[src/rtl/sb_rx_disp_pkg.sv]
// Shared types and constants for the sideband RX message dispatcher.
package sb_rx_disp_pkg;

  // One decoded sideband message as stored in the FIFO and the output register.
  typedef struct packed {
    logic [3:0]  msg_no;
    logic [2:0]  msg_info;
    logic [15:0] data;
  } sb_rx_msg_t;

  typedef enum logic {
    IDLE    = 1'b0,
    PRESENT = 1'b1
  } disp_state_e;

  localparam logic [3:0] ADP_MSG_BASE_DEF = 4'd12;
  localparam int         DROP_CNT_W       = 8;

  // Message numbers at or above the base belong to the adapter.
  function automatic logic is_adp(input logic [3:0] msg_no, input logic [3:0] base);
    return msg_no >= base;
  endfunction

endpackage

[src/rtl/sb_rx_msg_fifo.sv]
// Synchronous FIFO of decoded sideband messages. Head entry is always visible
// on rdata; pointers carry an extra MSB to tell full from empty.
module sb_rx_msg_fifo
  import sb_rx_disp_pkg::*;
#(
  parameter int DEPTH = 4
) (
  input  logic       clk,
  input  logic       rst_n,
  input  logic       push,
  input  logic       pop,
  input  logic       flush,
  input  sb_rx_msg_t wdata,
  output sb_rx_msg_t rdata,
  output logic       full,
  output logic       empty
);

  localparam int AW = $clog2(DEPTH);

  logic [AW:0] wr_ptr;
  logic [AW:0] rd_ptr;
  sb_rx_msg_t  mem [DEPTH];

  // Pointer update; flush wins over any push/pop in the same cycle.
  always_ff @(posedge clk or negedge rst_n) begin
    // NOTE: sequential state uses non-blocking assignments so every register
    // samples the pre-edge values, independent of statement order.
    if (!rst_n) begin
      wr_ptr <= '0;
      rd_ptr <= '0;
    end else if (flush) begin
      wr_ptr <= '0;
      rd_ptr <= '0;
    end else begin
      if (push) wr_ptr <= wr_ptr + (AW + 1)'(1);
      if (pop)  rd_ptr <= rd_ptr + (AW + 1)'(1);
    end
  end

  // Storage write.
  always_ff @(posedge clk) begin
    // NOTE: the storage array has no reset; the pointers alone define which
    // entries are valid, so clearing the data would only cost flops.
    if (push) mem[wr_ptr[AW-1:0]] <= wdata;
  end

  assign rdata = mem[rd_ptr[AW-1:0]];
  assign empty = (wr_ptr == rd_ptr);
  assign full  = (wr_ptr[AW] != rd_ptr[AW]) && (wr_ptr[AW-1:0] == rd_ptr[AW-1:0]);

endmodule

[src/rtl/sb_rx_msg_dispatcher.sv]
// Sideband RX message dispatcher: buffers decoded messages, routes them to the
// LTSM or the adapter by message number, and counts dropped messages.
// Optional feature macro: SB_RX_DISP_TIMEOUT_EN enables the ready timeout.
module sb_rx_msg_dispatcher
  import sb_rx_disp_pkg::*;
#(
  parameter int         DEPTH          = 4,
  parameter logic [3:0] ADP_MSG_BASE   = ADP_MSG_BASE_DEF,
  parameter int         TIMEOUT_CYCLES = 64
) (
  input  logic                  i_clk,
  input  logic                  i_rst_n,
  input  logic                  i_msg_valid,
  input  logic                  i_parity_error,
  input  logic [3:0]            i_msg_no,
  input  logic [2:0]            i_msg_info,
  input  logic [15:0]           i_data,
  input  logic                  i_flush,
  output logic                  o_ltsm_valid,
  input  logic                  i_ltsm_ready,
  output logic                  o_adp_valid,
  input  logic                  i_adp_ready,
  output logic [3:0]            o_msg_no,
  output logic [2:0]            o_msg_info,
  output logic [15:0]           o_data,
  output logic                  o_overflow,
  output logic                  o_parity_drop,
  output logic                  o_timeout,
  output logic [DROP_CNT_W-1:0] o_drop_cnt
);

  // Elaboration-time parameter sanity checks.
  if (DEPTH < 2 || (DEPTH & (DEPTH - 1)) != 0) begin : g_bad_depth
    $error("sb_rx_msg_dispatcher: DEPTH must be a power of two >= 2");
  end
  if (TIMEOUT_CYCLES < 2) begin : g_bad_timeout
    $error("sb_rx_msg_dispatcher: TIMEOUT_CYCLES must be >= 2");
  end

  disp_state_e state;
  disp_state_e state_nxt;
  sb_rx_msg_t  out_msg;
  sb_rx_msg_t  fifo_rdata;
  sb_rx_msg_t  in_msg;
  logic        fifo_full;
  logic        fifo_empty;
  logic        pop;
  logic        push;
  logic        push_req;
  logic        sel_adp;
  logic        sel_ready;
  logic        overflow_ev;
  logic        parity_ev;
  logic        timeout_ev;

  assign in_msg = '{msg_no: i_msg_no, msg_info: i_msg_info, data: i_data};

  // A message arriving during flush is discarded silently.
  assign push_req    = i_msg_valid & ~i_parity_error & ~i_flush;
  assign push        = push_req & (~fifo_full | pop);
  assign overflow_ev = push_req & fifo_full & ~pop;
  assign parity_ev   = i_msg_valid & i_parity_error & ~i_flush;

  assign sel_adp   = is_adp(out_msg.msg_no, ADP_MSG_BASE);
  assign sel_ready = sel_adp ? i_adp_ready : i_ltsm_ready;

  sb_rx_msg_fifo #(.DEPTH(DEPTH)) u_fifo (
    .clk   (i_clk),
    .rst_n (i_rst_n),
    .push  (push),
    .pop   (pop),
    .flush (i_flush),
    .wdata (in_msg),
    .rdata (fifo_rdata),
    .full  (fifo_full),
    .empty (fifo_empty)
  );

  // FSM state register.
  always_ff @(posedge i_clk or negedge i_rst_n) begin
    if (!i_rst_n) state <= IDLE;
    else          state <= state_nxt;
  end

  // Next state and FIFO pop; ready beats a timeout in the same cycle.
  always_comb begin
    // NOTE: defaults first so every path assigns every output -- no latches.
    state_nxt = state;
    pop       = 1'b0;
    if (i_flush) begin
      state_nxt = IDLE;
    end else begin
      unique case (state)
        IDLE: begin
          if (!fifo_empty) begin
            pop       = 1'b1;
            state_nxt = PRESENT;
          end
        end
        PRESENT: begin
          if (sel_ready) begin
            if (!fifo_empty) pop       = 1'b1;
            else             state_nxt = IDLE;
          end else if (timeout_ev) begin
            state_nxt = IDLE;
          end
        end
        default: state_nxt = IDLE;
      endcase
    end
  end

  // FSM outputs: route the presented message to exactly one consumer.
  always_comb begin
    o_ltsm_valid = 1'b0;
    o_adp_valid  = 1'b0;
    if (state == PRESENT) begin
      o_ltsm_valid = ~sel_adp;
      o_adp_valid  = sel_adp;
    end
  end

  // Output register; only loads on a pop, so fields hold under backpressure.
  always_ff @(posedge i_clk or negedge i_rst_n) begin
    if (!i_rst_n)  out_msg <= '0;
    else if (pop)  out_msg <= fifo_rdata;
  end

  assign o_msg_no   = out_msg.msg_no;
  assign o_msg_info = out_msg.msg_info;
  assign o_data     = out_msg.data;

`ifdef SB_RX_DISP_TIMEOUT_EN
  localparam int TW = $clog2(TIMEOUT_CYCLES);

  logic [TW-1:0] tmo_cnt;

  assign timeout_ev = (state == PRESENT) & ~sel_ready & ~i_flush &
                      (tmo_cnt == TW'(TIMEOUT_CYCLES - 1));

  // Wait counter: restarts on every new presentation, counts stalled cycles.
  always_ff @(posedge i_clk or negedge i_rst_n) begin
    if (!i_rst_n)                          tmo_cnt <= '0;
    else if (i_flush || pop || timeout_ev) tmo_cnt <= '0;
    else if (state == PRESENT && !sel_ready) tmo_cnt <= tmo_cnt + TW'(1);
  end
`else
  assign timeout_ev = 1'b0;
`endif

  // Registered drop pulses and saturating drop counter (one step per cycle).
  always_ff @(posedge i_clk or negedge i_rst_n) begin
    if (!i_rst_n) begin
      o_overflow    <= 1'b0;
      o_parity_drop <= 1'b0;
      o_timeout     <= 1'b0;
      o_drop_cnt    <= '0;
    end else begin
      o_overflow    <= overflow_ev;
      o_parity_drop <= parity_ev;
      o_timeout     <= timeout_ev;
      if ((overflow_ev || parity_ev || timeout_ev) && (o_drop_cnt != '1))
        o_drop_cnt <= o_drop_cnt + DROP_CNT_W'(1);
    end
  end

endmodule

[config.mk]
export PLATFORM = sky130hd
export DESIGN_NAME = sb_rx_msg_dispatcher
export DESIGN_NICKNAME = d
export VERILOG_FILES = /design/src/rtl/sb_rx_disp_pkg.sv /design/src/rtl/sb_rx_msg_fifo.sv /design/src/rtl/sb_rx_msg_dispatcher.sv
export SDC_FILE = /design/constraint.sdc
export NUM_CORES = 1
export LEC_CHECK = 0
export BUFFER_PORTS_ARGS = -buffer_cell sky130_fd_sc_hd__buf_4
export CORE_ASPECT_RATIO = 1.75
export CORE_MARGIN = 3
export CORE_UTILIZATION = 51
export CTS_BUF_LIST = sky130_fd_sc_hd__clkbuf_2 sky130_fd_sc_hd__clkbuf_4 sky130_fd_sc_hd__clkbuf_8
export CTS_CLUSTER_SIZE = 25
export DETAILED_ROUTE_END_ITERATION = 8
export PLACE_DENSITY = 0.74
export SKIP_LAST_GASP = 1
export SYNTH_ARGS = -nofsm -noshare
export SYNTH_HDL_FRONTEND = slang
export SYNTH_SLANG_ARGS = --single-unit
[constraint.sdc]
create_clock -name i_clk -period 2.1 [get_ports i_clk]
set_clock_uncertainty 0.05 [all_clocks]
set_input_delay 0.42 -clock i_clk [delete_from_list [all_inputs] [get_ports i_clk]]
set_output_delay 0.42 -clock i_clk [all_outputs]
set_load 0.01 [all_outputs]
==> results.json <==
{
  "ctsResizeCount": 0,
  "rsz0062_at_grt": "no",
  "drt_wl_total_mm": 9.184,
  "finalSetupViolCount": 0,
  "crit_chain": "and3b_1, o21ai_2, o31a_1, and2_2, buf_4",
  "final_area_mm2": 0.006425,
  "hold_class": "in -> reg",
  "vdd_drop_max_mv": 0.8927,
  "fp-row-count": 48,
  "post-route-min-period_ns": 1.961,
  "ys_warn_count": 0,
  "synth.avg_cell_area_um2": 19.53,
  "grt_pass1_vias": 2828,
  "layout_common_cells": "edfxtp_1, buf_4, dfrtp_1, mux2_2, mux4_2",
  "design.core.area_mm2": 0.009910,
  "insertion_delay_ns": 0.42,
  "p_leak_uw": 0.002425,
  "cp_max_fo": 8,
  "num_vias": 2632,
  "cellPowerDensity_mw_per_mm2": 1158,
  "track_usage": 0.1817,
  "mostFrequentLayoutCell": "edfxtp_1",
  "fin_crit_sh": 0.9336,
  "ant_nets": 0,
  "placed_area_mm2": 0.005998,
  "switchingPower_uw": 1962,
  "initial_core_util": 0.5244,
  "antenna_found_initial": 0,
  "p_clk_frac": 0.290,
  "drcViolationCount": 0,
  "cp_data_arrival_time_ns": 2.03,
  "tritoncts": "yes",
  "max_cap_viol_count": 0,
  "fin_tns_setup_ns": 0,
  "intPower_uw": 5478,
  "gr-total-overflow": 0,
  "final_hold_viol_count": 0,
  "ios": 66,
  "ys_types": 43,
  "final_nets": 391,
  "grt_first_pass_wirelength_mm": 14.81,
  "syn2layout_area_growth_pct": 23.65,
  "cp.required_ns": 2.17,
  "cts-htree-levels": 4,
  "final_cells": 493,
  "wl_per_cell_um": 18.63,
  "slew_headroom": 0.6544,
  "endpoint_kind": "flip-flop",
  "startpoint_type": "flip-flop",
  "drv_slew": 0,
  "clock-root-buffer": "clkbuf_8",
  "cts.hold.buffers_added": 1,
  "synth_nets": 302,
  "yosysSeqAreaShare": 0.7243,
  "cts_sinks": 132,
  "layout-drive-gt1-share": 0.4647,
  "sw_frac_of_total": 0.2638,
  "fp.dieH_um": 139.5,
  "die_x_um": 82.30,
  "crit_type": "reg -> reg",
  "synth_area_mm2": 0.005196,
  "worstMarginPinSlew_ns": 0.5184,
  "port_buffers": 64,
  "postCtsSetupRepairBufs": 0,
  "first_iter_violations": 147,
  "via_per_inst": 5.339,
  "slowest_delay_ns": 0.44,
  "outcome": "finished clean",
  "die_area_mm2": 0.01148,
  "gp_congestion": 0.7120,
  "clk_pin_slew_worst_paths_ns": 0.07,
  "cp_slowest_cell": "dfrtp_1",
  "diodes": 0,
  "synthCells": 266,
  "combPwrFrac": 0.255,
  "drt_first_pass_iters": 4,
  "dp_hpwl_mm": 6.180,
  "cts_buffers": 17,
  "ys_ff_latch": 132,
  "pwr-share-seq": 0.454,
  "placedCellCount": 460,
  "fmax_ghz": 0.5100,
  "grt_max_degree": 41,
  "cts_buffer_depth": 2
}
## cell type report
type	count	area, um2
clock buffer	22	284.0
clock inverter	10	132.6
fill	716	3485
inverter	4	15.01
multi-input combinational	120	1356
sequential	132	3765
tap	125	156.4
timing repair buffer	80	715.7
## worst max-delay path: cells and delay by family, from the launching register on
family	cells	cell delay (ns)
buffers and inverters	1	0.19
AO/OA/AOI/OAI	2	0.55
AND/OR/NAND/NOR	2	0.43
flip-flops	1	0.44
## synthesized netlist by cell type, drive strengths merged
library cell / instances / share of area
edfxtp: 92 / 0.53
dfrtp: 40 / 0.19
mux2: 27 / 0.059
mux4: 23 / 0.10
nor2: 10 / 0.0087
nand2: 9 / 0.0070
buf: 7 / 0.011
ha: 6 / 0.014
xor2: 6 / 0.010
and2: 4 / 0.0048
inv: 4 / 0.0029
clkbuf: 3 / 0.0022
nand3: 3 / 0.0029
nand4: 3 / 0.0036
nor3: 3 / 0.0039
o21ai: 3 / 0.0043
xnor2: 3 / 0.0079
a21oi: 2 / 0.0019
mux2i: 2 / 0.0039
nand2b: 2 / 0.0024
o31a: 2 / 0.0051
a21boi: 1 / 0.0014
a21o: 1 / 0.0014
and3: 1 / 0.0012
and3b: 1 / 0.0017
and4: 1 / 0.0017
conb: 1 / 0.00072
nor2b: 1 / 0.0012
nor4: 1 / 0.0041
nor4b: 1 / 0.0017
o211ai: 1 / 0.0014
o31ai: 1 / 0.0014
o41a: 1 / 0.0022
## worst paths after layout
check,from,endpoint,slack [ns],cells after the start
worst min-delay path,i_data[13],u_fifo.mem[1][13],0.15,1
worst max-delay path,o_msg_no[2],u_fifo.mem[2][4],0.14,5
worst min register to register,o_msg_no[0],o_msg_no[0],0.46,1
worst max register to register,o_msg_no[2],u_fifo.mem[2][4],0.14,5
max in group asynchronous,i_rst_n,u_fifo.rd_ptr[0],1.16,2
min in group asynchronous,i_rst_n,o_msg_no[0],0.47,2
## registers in the layout (all words and copies together), names as in the netlist
name	flops
o_overflow	1
o_msg_info	3
u_fifo.mem	92
u_fifo.rd_ptr	3
o_data	16
u_fifo.wr_ptr	3
o_parity_drop	1
state	1
o_drop_cnt	8
o_msg_no	4
## per-layer routing
layer	global-route usage	share of wire	up-vias
li1	-	-	1209
met1	0.2198	0.38	1348
met2	0.3003	0.57	64
met3	0.04728	0.042	11
met4	0.07881	0.014	0
met5	0	0	-
## kinds of logic after synthesis
family | after synthesis | share of synthesized area
flip-flops | 132 | 0.7243
multiplexers | 52 | 0.1628
AND/OR/NAND/NOR | 40 | 0.04479
buffers and inverters | 14 | 0.01565
AO/OA/AOI/OAI | 12 | 0.01927
XOR/XNOR | 9 | 0.01806
adder cells (fa/ha/maj) | 6 | 0.01445
other | 1 | 0.0007217
## stage by stage
stage / total power (uW) / setup slack [ns] / hold slack, ns / util
after floorplan: 4514 / 0.1200 / 0.07441 / -
after global placement: 5318 / 0.1235 / 0.3916 / 0.6053
after detailed placement: 5373 / 0.1011 / 0.3875 / 0.6053
after CTS: 7560 / 0.1233 / 0.1101 / 0.6484
after global routing: 7839 / 0.04317 / 0.1120 / 0.6484
final: 7440 / 0.1394 / 0.1451 / 0.6484
## power groups by stage
stage / registers (uW) / clock network (uW) / logic [uW]
finish: 3380 / 2160 / 1900
global route: 3420 / 2340 / 2070
CTS: 3380 / 2230 / 1950
detailed placement: 3430 / 0 / 1940
global placement: 3440 / 0 / 1880
floorplan: 3490 / 0 / 1030
(Power assumes the default switching activity.)
